--- config.mk ---
export PLATFORM = sky130hd
export DESIGN_NAME = noc_input_port
export DESIGN_NICKNAME = d
export VERILOG_FILES = /design/src/rtl/noc_input_port.sv
export SDC_FILE = /design/constraint.sdc
export NUM_CORES = 1
export LEC_CHECK = 0
export BUFFER_PORTS_ARGS = -buffer_cell sky130_fd_sc_hd__buf_2
export CAP_MARGIN = 25
export CORE_UTILIZATION = 25
export CTS_BUF_LIST = sky130_fd_sc_hd__clkbuf_8
export DETAILED_ROUTE_END_ITERATION = 10
export GPL_ROUTABILITY_DRIVEN = 0
export PLACE_DENSITY = 0.42
export SLEW_MARGIN = 10
export SYNTH_ARGS = -nofsm -noshare
export SYNTH_HDL_FRONTEND = slang
export SYNTH_SLANG_ARGS = --single-unit
--- constraint.sdc ---
create_clock -name clk -period 13.1 [get_ports clk]
set_input_delay 2.62 -clock clk [delete_from_list [all_inputs] [get_ports clk]]
set_output_delay 2.62 -clock clk [all_outputs]
set_load 0.005 [all_outputs]
--- src/rtl/noc_input_port.sv ---
// noc_input_port
//   Receive side of one router link. Incoming flits are buffered in a
//   DEPTH-entry show-ahead FIFO. The head flit is presented to the local
//   switch allocator together with its XY-routing label, and it is popped
//   when the allocator asserts ready.
//
//   Flit layout: src[39:36] dst[35:32] timestamp[31:24] data[23:2] type[1:0]
//   Label codes: 0 none, 1 local, 2 north, 3 east, 4 south, 5 west
//
// Ports
//   clk         clock; all state changes on the rising edge
//   rst         synchronous reset, active-high
//   data_valid  upstream flit present this cycle
//   data_in     upstream flit
//   full        FIFO full; upstream must not send while high
//   ready       allocator consumed the head flit this cycle
//   data_out    head flit, or 0 when empty
//   label       route request for the head flit, or 0 when empty
//   count       occupancy, 0..DEPTH
//   ovf         sticky flag: a write was attempted while full
module noc_input_port #(
  parameter int unsigned DEPTH    = 8,
  parameter int unsigned WIDTH    = 3,
  parameter int unsigned DATASIZE = 40,
  parameter int unsigned MY_X     = 0,
  parameter int unsigned MY_Y     = 0
) (
  input  logic                clk,
  input  logic                rst,
  input  logic                data_valid,
  input  logic [DATASIZE-1:0] data_in,
  output logic                full,
  input  logic                ready,
  output logic [DATASIZE-1:0] data_out,
  output logic [3:0]          label,
  output logic [WIDTH:0]      count,
  output logic                ovf
);

  localparam logic [1:0] C_MY_X = 2'(MY_X);
  localparam logic [1:0] C_MY_Y = 2'(MY_Y);

  localparam logic [3:0] C_LBL_NONE  = 4'd0;
  localparam logic [3:0] C_LBL_LOCAL = 4'd1;
  localparam logic [3:0] C_LBL_NORTH = 4'd2;
  localparam logic [3:0] C_LBL_EAST  = 4'd3;
  localparam logic [3:0] C_LBL_SOUTH = 4'd4;
  localparam logic [3:0] C_LBL_WEST  = 4'd5;

  logic [DATASIZE-1:0] r_mem [DEPTH];
  logic [WIDTH:0]      r_wr_ptr;
  logic [WIDTH:0]      r_rd_ptr;
  logic                r_ovf;

  logic                w_empty;
  logic                w_full;
  logic                w_push;
  logic                w_pop;
  logic [DATASIZE-1:0] w_head;
  logic [1:0]          w_dx;
  logic [1:0]          w_dy;

  // Pointers carry one extra wrap bit, so full and empty are told apart
  // without a separate occupancy register.
  assign w_empty = (r_wr_ptr == r_rd_ptr);
  assign w_full  = (r_wr_ptr[WIDTH-1:0] == r_rd_ptr[WIDTH-1:0]) &&
                   (r_wr_ptr[WIDTH] != r_rd_ptr[WIDTH]);

  // full is taken from the registered pointers, so a push that arrives
  // while full is dropped even when a pop happens in the same cycle.
  assign w_push = data_valid && !w_full;
  assign w_pop  = ready && !w_empty;

  always_ff @(posedge clk) begin
    if (rst) begin
      r_wr_ptr <= '0;
      r_rd_ptr <= '0;
      r_ovf    <= 1'b0;
    end else begin
      if (w_push) begin
        r_wr_ptr <= r_wr_ptr + 1'b1;
      end
      if (w_pop) begin
        r_rd_ptr <= r_rd_ptr + 1'b1;
      end
      if (data_valid && w_full) begin
        r_ovf <= 1'b1;
      end
    end
  end

  // The storage array has no reset. Entries are only read when the
  // pointers mark them valid, and an empty FIFO drives data_out to 0.
  always_ff @(posedge clk) begin
    if (!rst && w_push) begin
      r_mem[r_wr_ptr[WIDTH-1:0]] <= data_in;
    end
  end

  assign w_head = w_empty ? '0 : r_mem[r_rd_ptr[WIDTH-1:0]];
  assign w_dx   = w_head[35:34];
  assign w_dy   = w_head[33:32];

  // XY routing: resolve the column first, then the row.
  always_comb begin
    label = C_LBL_NONE;
    if (!w_empty) begin
      if (w_dx > C_MY_X) begin
        label = C_LBL_EAST;
      end else if (w_dx < C_MY_X) begin
        label = C_LBL_WEST;
      end else if (w_dy > C_MY_Y) begin
        label = C_LBL_SOUTH;
      end else if (w_dy < C_MY_Y) begin
        label = C_LBL_NORTH;
      end else begin
        label = C_LBL_LOCAL;
      end
    end
  end

  assign data_out = w_head;
  assign full     = w_full;
  assign count    = r_wr_ptr - r_rd_ptr;
  assign ovf      = r_ovf;

endmodule

==> impl_metrics.env <==
export IMPL_final_cell_mix="edfxtp_1 (320), buf_2 (92), mux4_2 (74)"
export IMPL_r2r_end="r_mem[1][1]"
export IMPL_postCtsSetupRepairBufs=0
export IMPL_finalMaxSlewViolations=0
export IMPL_synth_edff_count=320
export IMPL_hold_class="flop to flop"
export IMPL_setup_viol_count_final=0
export IMPL_holdCritStartpoint="ovf"
export IMPL_die_h_um=229.3
export IMPL_worstSkewPairLatency_ns=0.63
export IMPL_cts_sinks=332
export IMPL_antenna_found_initial=4
export IMPL_crit_required_ns=10.48
export IMPL_finClkSkew_ns=0.02450
export IMPL_cts_inserted_buffers=59
export IMPL_netlist_area_um2=12920
export IMPL_rsz0062_at_grt="no"
export IMPL_power_leakage_uw=0.004909
export IMPL_synth_net_count=661
export IMPL_grt_max_degree=54
export IMPL_synth_warnings=0
export IMPL_drt_pass1_iter_count=4
export IMPL_dp_hpwl_mm=15.45
export IMPL_power_density_nw_per_um2=161.0
export IMPL_viasPerCell=4.203
export IMPL_finalNetCount=795
export IMPL_syn_area_per_cell_um2=21.14
export IMPL_final_hold_viol_count=0
export IMPL_layout_commonest_cell="edfxtp_1"
export IMPL_worstMarginPinSlew_ns=0.9823
export IMPL_drc=0
export IMPL_die_area_um2=52580
export IMPL_gr_total_overflow=0
export IMPL_drv_cap=0
export IMPL_grt_usage=0.1157
export IMPL_port_buffers=92
export IMPL_max_stage_delay_ns=0.86
export IMPL_finalWirelength_mm=29.83
export IMPL_final_fill_count=4985
export IMPL_ctsHoldBuffers=0
export IMPL_start_util=0.2554
export IMPL_critPathKind="flop to primary output"
export IMPL_setup_slack_ns=7.079
export IMPL_setup_tns_ns=0
export IMPL_arrival_ns=3.40
export IMPL_reg2reg_slack_ns=9.59
export IMPL_seq_area_frac_synth=0.7626
export IMPL_fmax_mhz=166.1
export IMPL_synth_cell_types=35
export IMPL_syn_inst=611
export IMPL_finalCritPeriodShare=0.4596
export IMPL_grt_first_pass_wirelength_mm=44.24
export IMPL_clk_pin_slew_ns=0.05
export IMPL_slew_headroom=0.3451
export IMPL_cts_max_level=2
export IMPL_endpoint="data_out[16]"
export IMPL_n_antenna_cell=0
export IMPL_start_kind="flop"
export IMPL_end_kind="primary output"
export IMPL_synth_top_flop_cell="edfxtp_1"
export IMPL_stdcell_count=1461
export IMPL_crit_chain="buf_4 -> mux4_2 -> mux2i_1 -> nor2_1 -> buf_2"
export IMPL_dpl_cell_count=1356
export IMPL_dr_first_iter_drc_count=329
export IMPL_async_flop_share=0
export IMPL_core_um2=50580
export IMPL_area_delta_synth_final_pct=18.34
export IMPL_fin_crit_ns=6.021
export IMPL_vias=6141
export IMPL_std_cell_rows=82
export IMPL_status="finished, final reports clean"
export IMPL_cts_buffer_depth=3
export IMPL_cts_tree="done"
export IMPL_wl_per_cell_um=20.42
export IMPL_antenna_left=0
export IMPL_slowest_stage="buf_4"
export IMPL_pin_count=94
export IMPL_grt_pass1_vias=6799
export IMPL_layout_drive_gt1_share=0.3447
export IMPL_cts_resized_gates=0
export IMPL_clockRootBuffer="clkbuf_8"
export IMPL_ir_drop_mv=0.1070
export IMPL_rr_startpoint="r_wr_ptr[2]"
export IMPL_r2r_cells=6
export IMPL_ys_ff_latch=332
export IMPL_die_w_um=229.3
export IMPL_pre_cts_slack_ns=7.568
export IMPL_cp_max_fo=44
-- cells in the mapped netlist (2+ instances only) --
library cell / n / area (um^2)
edfxtp_1: 320 / 9609
mux4_2: 74 / 1667
nor2_1: 59 / 221.5
mux2i_1: 54 / 540.5
buf_2: 13 / 65.06
dfxtp_1: 12 / 240.2
buf_4: 10 / 75.07
inv_1: 8 / 30.03
nand3_1: 7 / 35.03
ha_1: 5 / 62.56
xor2_1: 5 / 43.79
clkbuf_1: 4 / 15.01
nand2_1: 4 / 15.01
o211ai_1: 4 / 30.03
xnor2_1: 4 / 35.03
and3_1: 3 / 18.77
buf_6: 3 / 33.78
a21oi_1: 2 / 10.01
a22oi_1: 2 / 15.01
nor3_1: 2 / 10.01
or3_4: 2 / 22.52
-- how the worst min path moves through the flow --
stage	endpoint	slack (ns)	cells after the start
floorplan	ovf	0.46	2
global placement	ovf	0.45	2
detailed placement	ovf	0.46	2
CTS	ovf	0.48	2
global route	ovf	0.52	2
finish	ovf	0.47	2
-- sequential cells by signal, indices dropped and copies added (netlist names), named ones only --
register / cells
r_rd_ptr: 4
ovf: 1
r_mem: 320
r_wr_ptr: 4
-- critical path: cells and delay by family, from the launching register on --
family | cells | cell delay (ns)
AND/OR/NAND/NOR | 1 | 0.06
buffers and inverters | 2 | 1.01
multiplexers | 2 | 0.84
flip-flops | 1 | 0.84
-- logic make-up after synthesis --
logic type | after synthesis | share of synthesized area
AOI/OAI and AO/OA | 14 | 0.007847
other | 1 | 0.0002903
xor gates and xnor gates | 10 | 0.007362
DFF | 332 | 0.7626
buffers and inverters | 38 | 0.01695
adders and majority gates | 6 | 0.006394
muxes | 128 | 0.1709
and+or+nand+nor | 82 | 0.02771
-- through the flow --
stage / power (uW) / instance area, um^2 / hold WS (ns) / utilization
floorplan: 1461 / 12920 / 0.4604 / -
global placement: 1604 / 14180 / 0.4450 / 0.2804
detailed placement: 1603 / 14180 / 0.4617 / 0.2804
CTS: 2517 / 15280 / 0.4760 / 0.3022
global route: 2589 / 15280 / 0.5176 / 0.3022
finish: 2461 / 15280 / 0.4665 / 0.3022
-- per-layer routing --
metal	GRT usage	wire length, um	part of all wire
met1	0.1540	13770	0.46
met2	0.1830	14060	0.47
met3	0.02751	1367	0.046
met4	0.04313	578	0.019
met5	0	52	0.0017
-- layout make-up --
| type | count | area (um^2) | area share |
|---|---|---|---|
| Timing Repair Buffer | 103 | 543.0 | 0.03553 |
| Clock inverter | 42 | 232.7 | 0.01523 |
| Tap cell | 672 | 840.8 | 0.05501 |
| Inverter | 8 | 30.03 | 0.001965 |
| Multi-Input combinational cell | 241 | 2910 | 0.1904 |
| Sequential cell | 332 | 9861 | 0.6451 |
| Clock buffer | 63 | 867.1 | 0.05673 |
-- power breakdown --
part	internal (uW)	switching (uW)
registers	1180	31.0
clock network	480	415
logic	169	182
Note: power is estimated with default switching activity, not from simulation.
